$ cat config.mk
export PLATFORM = sky130hd
export DESIGN_NAME = operand_sequencer
export DESIGN_NICKNAME = d
export VERILOG_FILES = /design/src/rtl/operand_sequencer.sv
export SDC_FILE = /design/constraint.sdc
export NUM_CORES = 1
export LEC_CHECK = 0
export CORE_UTILIZATION = 40
export DETAILED_ROUTE_END_ITERATION = 7
export HOLD_SLACK_MARGIN = 0.06
export PLACE_DENSITY = 0.77
export REMOVE_ABC_BUFFERS = 1
export SLEW_MARGIN = 20
export SYNTH_ARGS = -nofsm -noshare
export SYNTH_HDL_FRONTEND = slang
export SYNTH_SLANG_ARGS = --single-unit
$ cat constraint.sdc
create_clock -name clk -period 1.5 [get_ports clk]
set_input_delay 0.15 -clock clk [delete_from_list [all_inputs] [get_ports clk]]
set_output_delay 0.15 -clock clk [all_outputs]
set_load 0.05 [all_outputs]
$ cat src/rtl/operand_sequencer.sv
// rtl/operand_sequencer.sv - sequences two operand beats into an external 4-bit adder and registers its result
//
// Purpose: accepts operand A then operand B from a shared valid/ready bus,
// presents them to an external combinational adder, captures {Carry,Sum}
// one cycle later, and holds the result until the consumer takes it.
// A saturating counter records how many captured results carried out.
//
// Ports:
//   clk, rst            clock, asynchronous active-high reset
//   din, din_valid      operand beat from the producer (A first, then B)
//   din_ready           beat is accepted this cycle
//   A, B                registered operands driven to the adder
//   Sum, Carry          adder outputs, sampled in the capture cycle
//   result, res_valid   registered {Carry,Sum} and its valid flag
//   res_ready           consumer takes result this cycle
//   carry_cnt           saturating count of results captured with Carry=1
module operand_sequencer #(
  parameter int CNT_W = 8
) (
  input  logic             clk,
  input  logic             rst,
  input  logic [3:0]       din,
  input  logic             din_valid,
  output logic             din_ready,
  output logic [3:0]       A,
  output logic [3:0]       B,
  input  logic [3:0]       Sum,
  input  logic             Carry,
  output logic [4:0]       result,
  output logic             res_valid,
  input  logic             res_ready,
  output logic [CNT_W-1:0] carry_cnt
);

  typedef enum logic [1:0] {
    LOAD_A  = 2'd0,
    LOAD_B  = 2'd1,
    CAPTURE = 2'd2,
    OUT     = 2'd3
  } state_t;

  state_t state, state_nxt;
  logic   load_a, load_b, capture, release_res;

  always_ff @(posedge clk or posedge rst) begin
    if (rst) state <= LOAD_A;
    else     state <= state_nxt;
  end

  always_comb begin
    state_nxt   = state;
    // Gated by rst so the producer never sees a ready while reset is held.
    din_ready   = ~rst & ((state == LOAD_A) | (state == LOAD_B));
    load_a      = 1'b0;
    load_b      = 1'b0;
    capture     = 1'b0;
    release_res = 1'b0;
    case (state)
      LOAD_A: begin
        load_a = din_valid & din_ready;
        if (load_a) state_nxt = LOAD_B;
      end
      LOAD_B: begin
        load_b = din_valid & din_ready;
        if (load_b) state_nxt = CAPTURE;
      end
      CAPTURE: begin
        // A and B are stable from the previous edge, so the adder has settled.
        capture   = 1'b1;
        state_nxt = OUT;
      end
      OUT: begin
        release_res = res_ready;
        if (res_ready) state_nxt = LOAD_A;
      end
      default: state_nxt = LOAD_A;
    endcase
  end

  always_ff @(posedge clk or posedge rst) begin
    if (rst) begin
      A         <= 4'h0;
      B         <= 4'h0;
      result    <= 5'h00;
      res_valid <= 1'b0;
      carry_cnt <= '0;
    end else begin
      if (load_a) A <= din;
      if (load_b) B <= din;
      if (capture) begin
        result    <= {Carry, Sum};
        res_valid <= 1'b1;
        // Saturate at all-ones instead of wrapping.
        if (Carry && (carry_cnt != {CNT_W{1'b1}}))
          carry_cnt <= carry_cnt + {{(CNT_W-1){1'b0}}, 1'b1};
      end
      if (release_res) res_valid <= 1'b0;
    end
  end

endmodule

* After elaboration in Yosys (flattened, before gate mapping)
Cells that the tools add are included.
** Storage, ports and cells
- Register bits :: 24
- Input port bits :: 13
- Output and inout port bits :: 23
- Word-level logic and storage cells :: 33
** Operators by class
- Add/sub/neg operators :: 1
- Equality and inequality tests :: 7
- Multiplexer cells :: 10
- Bitwise logic cells :: 4
- Reduce and logical (&&, ||, !) cells :: 5
** Operator list (number)
- 8-bit by 1-bit adder with 8-bit output, second input constant :: 1
- 8-bit inequality test, second input constant :: 1
- 2-bit case mux with 4 select lines :: 1
- 1-bit 2-to-1 mux :: 6
- 2-bit 2-to-1 mux :: 3
- 2-bit equality test, second input constant :: 2
- 2-bit by 1-bit inequality test with 1-bit output, second input constant :: 2
- 3-bit AND reduction :: 1
- 1-bit AND :: 2
- 2-bit by 1-bit equality test with 1-bit output, second input constant :: 1
- 2-bit zero test :: 1
- 2-bit inequality test, second input constant :: 1
- 2-bit AND reduction :: 1
- 2-bit nonzero test :: 1
- 1-bit logical AND :: 1
- 1-bit NOT :: 1
- 1-bit bitwise OR :: 1

* Depth between registers and ports, before layout
- Word-level depth :: 6
- Depth in mapped cells :: 6
- Mapped depth without buffers :: 5

* Worst setup path before layout
OpenSTA, ideal clock, no wires.
- Path type :: reg-to-reg
- From :: reg carry_cnt[0]
- To :: reg carry_cnt[1]
- Library setup time :: 0.128 ns
- Data arrival time :: 1.607 ns
- Required time :: 1.372 ns
- Path slack :: -0.235 ns
- Cell stages (with the launch flop) :: 5
- Buffers on the path :: 0
- Clock period less this slack :: 1.735 ns
- Cell sequence :: dfrtp_1 > ha_1 > nand3_1 > o211ai_2 > mux2_1
** On the way
- Longest elaborated chain between the ends :: 3
- Elaborated cells on any way between the ends :: 4
- Classes of those cells :: add/sub: 1; eq/ne: 1; reduce/logical: 2
** Ends and longest elaborated chain
- start, declared :: line 32 : output logic [CNT_W-1:0] carry_cnt
- start signal, assigned :: line 95 : carry_cnt <= carry_cnt + {{(CNT_W-1){1'b0}}, 1'b1};
- branches (longest 3 deep; another with 8-bit by 1-bit adder with 8-bit output)
Several ways; the timed one is not identified.
A chain may end at the register's enable or synchronous reset.

* Worst setup path after layout
- From :: reg state[0]
- To :: out din_ready
** On the way
- Longest elaborated chain between the ends :: 3
- Elaborated cells on any way between the ends :: 4
- Classes of those cells :: eq/ne: 1; bitwise: 2; reduce/logical: 1
** Ends and longest elaborated chain
- start, declared :: line 42 : state_t state, state_nxt;
- start signal, assigned :: line 47 : else state <= state_nxt;
- 2-bit by 1-bit equality test with 1-bit output / 2-bit zero test (equally long branches) :: line 53 : din_ready = ~rst & ((state == LOAD_A) | (state == LOAD_B));
- 1-bit bitwise OR (*) :: line 53
- 1-bit AND (*) :: line 53
- end, declared :: line 24 : output logic din_ready,
Every way passes the cells marked *; elsewhere a longest branch is shown, timed or not.

==> run metrics <==
DR DRC count=0; warnings from Yosys=0; overall power=4.12 mW; Initial Utilization=43.4%; routability congestion estimate from global placement=0.828; die area=2950 um^2; FF+latch count, synth=24; CP Capture Type=primary output; Total GRT Usage=18.0%; Cell Int Power=2.16 mW; Final Cycle Share=100%; nets@finish=158; fill count=200; pwr dens=2460 nW/um^2; RSZ-0062 raised after global routing=true; Sw Pwr=1.96 mW; Max stage delay cell, worst path=dfrtp_1; Area growth syn-to-layout=53.2%; post-synthesis cell type count=26; Reg power frac=28.1%; WS Path Type=register to primary output; r2r worst-path depth=5; vias in the first global route=854; TritonCTS clock tree=done; Routed WL=2350 um; CP Cell Sequence=inv_2 -> ha_4 -> nor2_4 -> nor2_4 -> buf_12; clk slew on worst S/H paths=0.13 ns; LEAKAGE=0.779 nW; htree depth=1; Root Buffer=clkbuf_4; Final Max Tran Viols=0; chip width=54.3 um; failing checks=negative setup slack; Placement Cell Area=1560 um^2; hpwl dp=1760 um; crit path DAT=1.36 ns; Setup Viol. Count Final=1; # diodes=0; 1st-iter DRT viols=5; Sw Share=47.7%; largest area contributor in the netlist=dfrtp_1; 1st-pass router iterations=4; Core ar.=2520 um^2; IO Port Bufs=35; HP Class=primary input to asynchronous set/reset pin; Synth Area per Inst=12.7 um^2; VDD IR-drop max=1720 uV; Levels on crit path=5; Hold Violations, Final=0; cts hold-fix bufs=0; f_max=663 MHz; sequential area share after synthesis=54.9%; drt wl/cell=13.9 um; cell mode on critical path=nor2_4; slew at the pin with the worst max-slew slack=0.234 ns; Post-synth EDFFs=0; Max clock buf depth=2; Crit path required time=1.35 ns; Clock Sinks=24; vias post-DR=852; worst skew pair latency=0.31 ns; Max stage delay on crit path=0.45 ns; Synth Instances=86; share of layout cells above drive strength 1=49.6%; Buf+Inv Stages, Crit Path=2; largest net degree at the start of global routing=14; Post-synth ARST share=100%; Worst Setup Slack, final=-0.00741 ns; post-synth top area share=54.9%; Cell Rows=18; Via-to-Cell Ratio=5.04; combinational share of power=63.7%; final worst path period need=1.51 ns; final instance area=1680 um^2; CP top delay family=flip-flops; worst-path fanout max=3; Startpoint Class=register; cts bufs inserted=3; first-pass GRT wire length=3760 um; Final ANT Viol Nets=0; maxcap violations=0; Top-Level Pins=36; antenna violations before repair=0; clk_skew=0.00232 ns; Clk pwr share=8.3%; Vert. Die Dim=54.3 um; status=complete, but fails checks; Relative slew margins=84.4%; Syn Std Cell Area=1090 um^2; top post-synthesis cells by area=dfrtp_1, mux2_2, ha_1, a21oi_1, a31oi_1; Synth Flop Type=dfrtp_1; GRT overflow=0
## path summary, 6_finish.rpt
| check | from | endpoint | slack, ns |
|---|---|---|---|
| min reg2reg | result[3] | result[3] | 0.52 |
| max | state[0] | din_ready | -0.007 |
| max reg2reg | state[0] | state[1] | 0 |
| min in group clk | res_ready | res_valid | 0.41 |
| max in group asynchronous | rst | carry_cnt[6] | 1.10 |
| min | rst | state[1] | 0.24 |
## state kept, by name, summed over array words and instances (netlist names)
| name | flops |
|---|---|
| carry_cnt | 8 |
| B | 4 |
| res_valid | 1 |
| state | 2 |
| result | 5 |
| A | 4 |
## worst register-to-register path: stages, from the launching register on
cell and delay (ns):
dfrtp_1 0.45, buf_4 0.14, ha_1 0.17, inv_1 0.05
o22ai_1 0.23, mux2_2 0.36
## synthesized netlist by cell type (2+ instances only)
cell type / number
nor2b_1: 2
nand2_1: 4
inv_1: 4
nand3_1: 2
a31oi_1: 3
dfrtp_1: 24
a21oi_1: 5
ha_1: 5
nor2_1: 5
buf_2: 2
xnor2_1: 2
mux2_2: 14
## cells by family (layout without fill, tap and decap cells)
| family | Yosys count | count (layout) | synth area share [%] |
|---|---|---|---|
| AO/OA/AOI/OAI | 13 | 13 | 8.01 |
| buffers and inverters | 6 | 59 | 2.29 |
| AND/OR/NAND/NOR | 19 | 19 | 9.73 |
| XOR/XNOR | 2 | 2 | 1.60 |
| flip-flops | 24 | 24 | 54.9 |
| adder cells (fa/ha/maj) | 5 | 5 | 5.72 |
| multiplexers | 17 | 17 | 17.7 |
## power groups by stage
stage | Sequential (mW) | Clock [mW] | Combinational, mW
2_1_floorplan | 2.05 | 0 | 0.614
3_5_place_dp | 1.17 | 0 | 2.42
4_1_cts | 1.15 | 0.354 | 2.61
5_1_grt | 1.19 | 0.379 | 2.76
6_report | 1.16 | 0.341 | 2.62
3_3_place_gp | 1.15 | 0 | 2.38
## repair_timing
item	4_1_cts	5_1_grt
hold endpoints to repair	0	0
gates resized for setup	11	2
pin swaps	2	5
endpoints found under the setup margin	1	6
buffers inserted	3	0
## placed cells by master, fill, tap and decap left out, types with 2 or more instances in the layout
cell type	n
nor2_1	3
ha_1	2
inv_1	2
clkdlybuf4s50_1	12
nand2_1	3
clkbuf_4	3
nor2_4	2
nand3_1	2
mux2_2	14
a31oi_1	3
a21oi_1	5
buf_12	4
xnor2_1	2
nor2b_1	2
buf_4	35
inv_2	2
ha_4	3
dfrtp_1	24
## routing by layer
metal	global-route usage, %	part of all wire [%]
met1	22.9	44
met2	30.9	51
met3	2.50	3.7
met4	6.41	1.1
met5	0	0
## stage by stage
stage	util [%]	worst slack, ns	setup TNS (ns)	hold WS, ns	std cells
after floorplan	-	-0.235	-0.452	0.165	84
after global placement	61.9	0.0869	0	0.492	162
after detailed placement	61.9	0.0209	0	0.494	162
after CTS	65.9	-0.00859	-0.0104	0.232	169
after global routing	66.4	-0.0766	-0.210	0.261	169
final	66.4	-0.00741	-0.00741	0.241	169
## final cells by class
| type | count | area [um^2] | area share (%) |
|---|---|---|---|
| Tap cell | 30 | 37.5 | 2.24 |
| Timing Repair Buffer | 51 | 463 | 27.6 |
| Clock buffer | 4 | 36.3 | 2.17 |
| Sequential cell | 24 | 601 | 35.8 |
| Multi-Input combinational cell | 56 | 523 | 31.2 |
| Inverter | 4 | 15.0 | 0.896 |
(Power assumes the default switching activity.)
